**src/rtl/axil_cfg_master.sv**
```systemverilog
`default_nettype none
// ============================================================================
// Module      : axil_cfg_master
// Description : AXI-Lite initiator for the fir configuration slave. Converts
//               single-beat register commands (cmd_*) into one AXI-Lite write
//               (AW+W, no B channel) or read (AR+R) and returns a single
//               response (rsp_*). One transaction outstanding at a time.
// Ports       : axis_clk/axis_rst   clock, synchronous active-high reset
//               cmd_*               command request/accept handshake
//               rsp_*               response handshake (rdata, type, error)
//               aw*/w*/ar*/r*       AXI-Lite master channels toward the fir
// Option      : define AXIL_CFG_TIMEOUT_EN to abort a channel that waits
//               TIMEOUT_CYCLES cycles; the response then carries rsp_err=1.
// Revision    : 1.0 - initial release
// ============================================================================
module axil_cfg_master #(
  parameter int pADDR_WIDTH    = 12,
  parameter int pDATA_WIDTH    = 32,
  parameter int TIMEOUT_CYCLES = 255
) (
  input  logic                   axis_clk,
  input  logic                   axis_rst,
  // command side
  input  logic                   cmd_valid,
  output logic                   cmd_ready,
  input  logic                   cmd_write,
  input  logic [pADDR_WIDTH-1:0] cmd_addr,
  input  logic [pDATA_WIDTH-1:0] cmd_wdata,
  // response side
  output logic                   rsp_valid,
  input  logic                   rsp_ready,
  output logic                   rsp_write,
  output logic [pDATA_WIDTH-1:0] rsp_rdata,
  output logic                   rsp_err,
  // AXI-Lite write address / data
  output logic                   awvalid,
  output logic [pADDR_WIDTH-1:0] awaddr,
  input  logic                   awready,
  output logic                   wvalid,
  output logic [pDATA_WIDTH-1:0] wdata,
  input  logic                   wready,
  // AXI-Lite read address / data
  output logic                   arvalid,
  output logic [pADDR_WIDTH-1:0] araddr,
  input  logic                   arready,
  input  logic                   rvalid,
  input  logic [pDATA_WIDTH-1:0] rdata,
  output logic                   rready
);

  typedef enum logic [2:0] {
    S_IDLE    = 3'd0,
    S_WRITE   = 3'd1,
    S_RD_ADDR = 3'd2,
    S_RD_DATA = 3'd3,
    S_RESP    = 3'd4
  } state_e;

  state_e                 state_q,     state_d;
  logic                   awvalid_q,   awvalid_d;
  logic                   wvalid_q,    wvalid_d;
  logic                   aw_done_q,   aw_done_d;
  logic                   w_done_q,    w_done_d;
  logic                   arvalid_q,   arvalid_d;
  logic                   rready_q,    rready_d;
  logic                   rsp_valid_q, rsp_valid_d;
  logic                   rsp_write_q, rsp_write_d;
  logic                   rsp_err_q,   rsp_err_d;
  logic [pADDR_WIDTH-1:0] awaddr_q,    awaddr_d;
  logic [pADDR_WIDTH-1:0] araddr_q,    araddr_d;
  logic [pDATA_WIDTH-1:0] wdata_q,     wdata_d;
  logic [pDATA_WIDTH-1:0] rsp_rdata_q, rsp_rdata_d;

  logic w_cmd_hs;
  logic w_aw_hs;
  logic w_w_hs;
  logic w_ar_hs;
  logic w_r_hs;

`ifdef AXIL_CFG_TIMEOUT_EN
  // At least 8 bits, wider if the limit needs it.
  localparam int c_CNT_W = ($clog2(TIMEOUT_CYCLES + 1) > 8) ? $clog2(TIMEOUT_CYCLES + 1) : 8;
  localparam logic [c_CNT_W-1:0] c_CNT_LAST = c_CNT_W'(TIMEOUT_CYCLES - 1);

  logic [c_CNT_W-1:0] cnt_q, cnt_d;
  logic               w_busy;
`else
  logic w_unused_timeout;
  assign w_unused_timeout = |TIMEOUT_CYCLES;
`endif

  assign w_cmd_hs = cmd_valid & (state_q == S_IDLE);
  assign w_aw_hs  = awvalid_q & awready;
  assign w_w_hs   = wvalid_q & wready;
  assign w_ar_hs  = arvalid_q & arready;
  assign w_r_hs   = rready_q & rvalid;

  always_comb begin
    state_d     = state_q;
    awvalid_d   = awvalid_q;
    wvalid_d    = wvalid_q;
    aw_done_d   = aw_done_q;
    w_done_d    = w_done_q;
    arvalid_d   = arvalid_q;
    rready_d    = rready_q;
    rsp_valid_d = rsp_valid_q;
    rsp_write_d = rsp_write_q;
    rsp_err_d   = rsp_err_q;
    awaddr_d    = awaddr_q;
    araddr_d    = araddr_q;
    wdata_d     = wdata_q;
    rsp_rdata_d = rsp_rdata_q;

    case (state_q)
      S_IDLE: begin
        if (w_cmd_hs) begin
          rsp_err_d   = 1'b0;
          rsp_write_d = cmd_write;
          rsp_rdata_d = '0;
          if (cmd_write) begin
            awaddr_d  = cmd_addr;
            wdata_d   = cmd_wdata;
            awvalid_d = 1'b1;
            wvalid_d  = 1'b1;
            aw_done_d = 1'b0;
            w_done_d  = 1'b0;
            state_d   = S_WRITE;
          end else begin
            araddr_d  = cmd_addr;
            arvalid_d = 1'b1;
            state_d   = S_RD_ADDR;
          end
        end
      end

      S_WRITE: begin
        // AW and W complete independently; either may finish first.
        if (w_aw_hs) begin
          awvalid_d = 1'b0;
          aw_done_d = 1'b1;
        end
        if (w_w_hs) begin
          wvalid_d = 1'b0;
          w_done_d = 1'b1;
        end
        if ((aw_done_q | w_aw_hs) & (w_done_q | w_w_hs)) begin
          rsp_valid_d = 1'b1;
          state_d     = S_RESP;
        end
      end

      S_RD_ADDR: begin
        // rvalid in this state is ignored; the slave must hold it.
        if (w_ar_hs) begin
          arvalid_d = 1'b0;
          rready_d  = 1'b1;
          state_d   = S_RD_DATA;
        end
      end

      S_RD_DATA: begin
        if (w_r_hs) begin
          rsp_rdata_d = rdata;
          rready_d    = 1'b0;
          rsp_valid_d = 1'b1;
          state_d     = S_RESP;
        end
      end

      S_RESP: begin
        if (rsp_ready) begin
          rsp_valid_d = 1'b0;
          state_d     = S_IDLE;
        end
      end

      default: begin
        state_d = S_IDLE;
      end
    endcase

`ifdef AXIL_CFG_TIMEOUT_EN
    w_busy = (state_q == S_WRITE) | (state_q == S_RD_ADDR) | (state_q == S_RD_DATA);
    // Abort only when this cycle makes no progress out of the busy state.
    if (w_busy && (state_d == state_q) && (cnt_q == c_CNT_LAST)) begin
      awvalid_d   = 1'b0;
      wvalid_d    = 1'b0;
      arvalid_d   = 1'b0;
      rready_d    = 1'b0;
      rsp_valid_d = 1'b1;
      rsp_err_d   = 1'b1;
      rsp_rdata_d = '0;
      state_d     = S_RESP;
    end
    if (state_d != state_q) begin
      cnt_d = '0;
    end else if (w_busy) begin
      cnt_d = cnt_q + c_CNT_W'(1);
    end else begin
      cnt_d = cnt_q;
    end
`endif
  end

  always_ff @(posedge axis_clk) begin
    if (axis_rst) begin
      state_q     <= S_IDLE;
      awvalid_q   <= 1'b0;
      wvalid_q    <= 1'b0;
      aw_done_q   <= 1'b0;
      w_done_q    <= 1'b0;
      arvalid_q   <= 1'b0;
      rready_q    <= 1'b0;
      rsp_valid_q <= 1'b0;
      rsp_write_q <= 1'b0;
      rsp_err_q   <= 1'b0;
      awaddr_q    <= '0;
      araddr_q    <= '0;
      wdata_q     <= '0;
      rsp_rdata_q <= '0;
`ifdef AXIL_CFG_TIMEOUT_EN
      cnt_q       <= '0;
`endif
    end else begin
      state_q     <= state_d;
      awvalid_q   <= awvalid_d;
      wvalid_q    <= wvalid_d;
      aw_done_q   <= aw_done_d;
      w_done_q    <= w_done_d;
      arvalid_q   <= arvalid_d;
      rready_q    <= rready_d;
      rsp_valid_q <= rsp_valid_d;
      rsp_write_q <= rsp_write_d;
      rsp_err_q   <= rsp_err_d;
      awaddr_q    <= awaddr_d;
      araddr_q    <= araddr_d;
      wdata_q     <= wdata_d;
      rsp_rdata_q <= rsp_rdata_d;
`ifdef AXIL_CFG_TIMEOUT_EN
      cnt_q       <= cnt_d;
`endif
    end
  end

  assign cmd_ready = (state_q == S_IDLE);
  assign rsp_valid = rsp_valid_q;
  assign rsp_write = rsp_write_q;
  assign rsp_rdata = rsp_rdata_q;
  assign rsp_err   = rsp_err_q;
  assign awvalid   = awvalid_q;
  assign awaddr    = awaddr_q;
  assign wvalid    = wvalid_q;
  assign wdata     = wdata_q;
  assign arvalid   = arvalid_q;
  assign araddr    = araddr_q;
  assign rready    = rready_q;

endmodule
`default_nettype wire

```
**config.mk**
```make
export PLATFORM = sky130hd
export DESIGN_NAME = axil_cfg_master
export DESIGN_NICKNAME = d
export VERILOG_FILES = /design/src/rtl/axil_cfg_master.sv
export SDC_FILE = /design/constraint.sdc
export NUM_CORES = 1
export LEC_CHECK = 0
export ABC_CLOCK_PERIOD_IN_PS = 2500
export BUFFER_PORTS_ARGS = -buffer_cell sky130_fd_sc_hd__buf_4
export CAP_MARGIN = 20
export CORE_ASPECT_RATIO = 1.4
export CORE_MARGIN = 1.5
export CORE_UTILIZATION = 52
export CTS_BUF_LIST = sky130_fd_sc_hd__clkbuf_8
export DETAILED_ROUTE_END_ITERATION = 10
export PLACE_DENSITY = 0.87
export SKIP_CTS_REPAIR_TIMING = 1
export SYNTH_ARGS = -nofsm -noshare
export SYNTH_HDL_FRONTEND = slang
export SYNTH_SLANG_ARGS = --single-unit
```
**constraint.sdc**
```tcl
create_clock -name axis_clk -period 2.5 [get_ports axis_clk]
set_clock_uncertainty 0.05 [all_clocks]
set_input_delay 0.375 -clock axis_clk [delete_from_list [all_inputs] [get_ports axis_clk]]
set_output_delay 0.375 -clock axis_clk [all_outputs]
set_load 0.03 [all_outputs]
```
### Yosys cells after proc, flatten, opt, wreduce, memory -nomap -nowiden

Cells that the tools add are included.

| storage, ports and cells | value |
|---|---|
| flip-flop bits (word level) | 99 |
| input bits | 85 |
| output and inout bits | 96 |
| logic and storage cells | 84 |

| operators by class | value |
|---|---|
| eq/ne operators | 13 |
| multiplexer cells | 33 |
| bitwise gates (word level) | 9 |
| reductions and logical operators | 16 |

Operator list:

| kind | count |
|---|---|
| two-way mux 32 bit | 2 |
| case mux 32 bit (2 select lines) | 1 |
| two-way mux 1 bit | 16 |
| AND reduction 4 bit | 4 |
| two-way mux 3 bit | 5 |
| case mux 3 bit (5 select lines) | 1 |
| != test 2 bit (second input constant) | 7 |
| case mux 1 bit (2 select lines) | 6 |
| AND reduction 3 bit | 4 |
| nonzero test 2 bit | 4 |
| AND 1 bit | 6 |
| equality test 3 x 2 -> 1 bit (second input constant) | 2 |
| AND reduction 5 bit | 1 |
| != test 2 x 1 -> 1 bit (second input constant) | 2 |
| equality test 3 x 1 -> 1 bit (second input constant) | 1 |
| equality test 3 bit (second input constant) | 1 |
| zero test 3 bit | 1 |
| case mux 1 bit (3 select lines) | 1 |
| nonzero test 3 bit | 1 |
| two-way mux 2 bit | 1 |
| bitwise OR 1 bit | 2 |
| AND reduction 2 bit | 1 |
| NOT 1 bit | 1 |

### Depth between registers and ports, before layout

| logic depth | value |
|---|---|
| depth in word-level cells | 5 |
| depth in mapped cells | 6 |

### Worst setup path after synthesis

Ideal clock, no wire load.

| path | value |
|---|---|
| kind | register to output |
| start | reg state_q[0] |
| end | out cmd_ready |
| arrival time | 1.149 ns |
| slack | 0.926 ns |
| cell stages (with the launch flop) | 4 |
| cells stage by stage | dfxtp_1 > buf_2 > or2_2 > nor2_1 |

| between the ends | value |
|---|---|
| word-level cells in the longest chain between the ends | 1 |

RTL lines:

| what | RTL line | RTL |
|---|---|---|
| start, declared | 59 | `state_e state_q, state_d;` |
| start signal, assigned | 225 | `state_q <= state_d;` |
| zero test 3 bit | 245 | `assign cmd_ready = (state_q == S_IDLE);` |
| end, declared | 25 | `output logic cmd_ready,` |

No other way between the ends.

### Worst setup path in the final report

| path | value |
|---|---|
| start | reg state_q[1] |
| end | reg araddr_q[7] (netlist: araddr[7]) |

| between the ends | value |
|---|---|
| word-level cells in the longest chain between the ends | 3 |

RTL lines:

| what | RTL line | RTL |
|---|---|---|
| zero test 3 bit * | 92, 114 |  |
| AND 1 bit | 92 | `assign w_cmd_hs = cmd_valid & (state_q == S_IDLE);` |
| AND reduction 3 bit (no source line) * | -- |  |
| end signal, assigned | 236 | `araddr_q <= araddr_d;` |
| end, declared | 70 | `logic [pADDR_WIDTH-1:0] araddr_q, araddr_d;` |

Mark *: on every way between the ends. The rest lies on a longest branch, timed or not.
A chain may end at the register's enable or synchronous reset.

==> reports/metrics.yaml <==
crit_start: "state_q[1]"
async_reset_ff_share_pct: 0
hold_start: "rdata[14]"
wire_per_inst_um: 15.83
overflow: 0
path_class: "flip-flop to flip-flop"
crit_fanout: 54
clock_sinks: 99
die_area_um2: 8357
yosysSeqAreaShare_pct: 48.80
min_path_type: "input pin to flip-flop"
grt_pass1_vias: 3851
required_ns: 2.68
num_rows: 37
end_kind: "flip-flop"
portBuffers: 179
synthTopCellsByCount: "99 x dfxtp_1, 93 x a21oi_1, 90 x nand3_1"
instances_no_fill: 719
setup_violations: 0
first_pass_iters: 5
cts_buffers: 9
top_usage_layer: "met2"
mappedNetlistArea_um2: 4061
pwr_density_cell_nw_per_um2: 597.9
drv_cap: 0
netlist_top_cells_area: "dfxtp_1 49%, a21oi_1 11%, nand3_1 11%"
synth_top_area_share_pct: 48.80
grt_pass1_wl_um: 18020
slew_headroom_pct: 59.48
yosysWarnings: 0
min_period_ns: 1.931
dp_slack_ns: 0.5793
synth.most_common_cell: "dfxtp_1"
clkSlewWorstSetupHoldPaths_ns: 0.09
routed_via_density: 5.732
core_um2: 7453
cp.arrival_ns: 2.11
vdd_ir_drop_max_mv: 0.3829
via_count: 4121
multi_input_area_um2: 1750
antenna_cells: 0
slew_viol_final: 0
place_hpwl_um: 7895
setup_slack_ns: 0.5686
drc_errors: 0
die_h_um: 107.6
seq_area_um2: 1982
cts_tree: "done"
outcome: "finished, final reports clean"
syn_nets: 561
nets: 702
whs_ns: 0.2199
grt_max_degree: 61
reg2reg_slack_ns: 0.57
fillers: 559
drive_gt1_share_pct: 34.89
cts-htree-levels: 3
grt_usage_pct: 26.69
syn_area_per_cell_um2: 8.532
drt_wl_total_um: 11380
cts.path.max_buffers: 2
use_met3_pct: 7.034
worstMarginPinSlew_ns: 0.6078
grt.met1_usage_pct: 31.91
fin_setup_tns_ns: 0
final_util_pct: 73.88
antenna_found_initial: 0
period_share_pct: 77.26
r2r-start: "state_q[1]"
grt_setup_unrepaired: "no"
synth_edf_count: 0
worstHoldEndpoint: "rsp_rdata[14]"
initial_utilization_pct: 54.49
hold_path_depth: 3
drt_iter0_drc: 341
use_met2_pct: 45.03
ios: 181
p_leak_uw: 0.002191
yosys.area.top_type: "dfxtp_1"
syn_to_final_growth_pct: 35.58
clk_latency_ns: 0.35
antenna_left: 0
cts_root_buf: "clkbuf_8"
dieWidth_um: 77.69
ys_ff_latch: 99
worstReg2RegEnd: "araddr[7]"
reg2reg_depth: 4
dp_cells: 703
syn_inst: 476
synthDistinctLibCells: 37
hold_viol: 0
clock.fmax_mhz: 517.7
gp_congestion: 0.9106
synth_flop_cell: "dfxtp_1"
cp-start-kind: "flip-flop"
-- registers in the layout (all words and copies together), names as in the netlist --
| signal | cells |
|---|---|
| arvalid | 1 |
| araddr | 12 |
| awaddr | 12 |
| aw_done_q | 1 |
| rsp_write | 1 |
| rready | 1 |
| rsp_rdata | 32 |
| wvalid | 1 |
| wdata | 32 |
| state_q | 3 |
| rsp_valid | 1 |
| w_done_q | 1 |
| awvalid | 1 |
-- power by group --
| part | total, uW | leakage (uW) | switching [uW] | internal (uW) |
|---|---|---|---|---|
| Combinational | 614 | 0.00128 | 378 | 236 |
| Clock | 1000 | 0.000103 | 520 | 481 |
| Sequential | 1680 | 0.000804 | 44.4 | 1630 |
| Total | 3290 | 0.00219 | 943 | 2350 |
-- stage by stage --
stage          instance area (um^2)  total power (uW)
6_report                       5507              3292
5_1_grt                        5507              3429
4_1_cts                        5507              3313
3_5_place_dp                   5313              2326
3_3_place_gp                   5313              2312
2_1_floorplan                  4061              2098
-- layout by cell type (no fill, tap or decap), drive strengths merged, types with 2 or more instances in the layout --
cell type	instances
a211oi	3
a21oi	93
buf	189
clkbuf	10
clkinv	3
dfxtp	99
inv	5
nand2	8
nand2b	2
nand3	90
nor2	4
nor3	4
nor4b	2
o211ai	32
o21a	3
o21ai	59
-- worst max-delay path by stage --
stage / end / slack, ns / cells after the start
finish: araddr[7] / 0.57 / 4
global route: wdata[23] / 0.49 / 4
CTS: araddr[7] / 0.58 / 4
detailed placement: araddr[7] / 0.58 / 4
global placement: araddr[5] / 0.67 / 4
floorplan: cmd_ready / 0.93 / 3
-- layer usage --
metal | wire length (um) | up-vias
met1 | 4428 | 1921
li1 | - | 2013
met2 | 5816 | 170
met5 | 0 | -
met3 | 937 | 17
met4 | 198 | 0
-- cell type report --
cell class / count / area share (%)
repair buffers: 189 / 26.22
clock buffers: 10 / 2.499
flip-flops and latches: 99 / 35.99
well taps: 97 / 2.204
inverters: 4 / 0.2727
multi-input cells: 314 / 31.79
clock inverters: 6 / 1.022
-- critical path, stage by stage (launching register included) --
cell and delay, ns:
dfxtp_1 0.48, or4b_4 0.74, buf_12 0.25, o21ai_1 0.18
a21oi_1 0.10
-- cells by family (layout without fill, tap and decap cells) --
kind of cell | after synthesis | in the layout | synth area share (%)
and+or+nand+nor | 117 | 117 | 15.10
buffers and inverters | 63 | 209 | 8.380
other | 1 | 1 | 0.09233
AOI/OAI and AO/OA | 196 | 196 | 27.63
DFF | 99 | 99 | 48.80
Note: power is estimated with default switching activity, not from simulation.
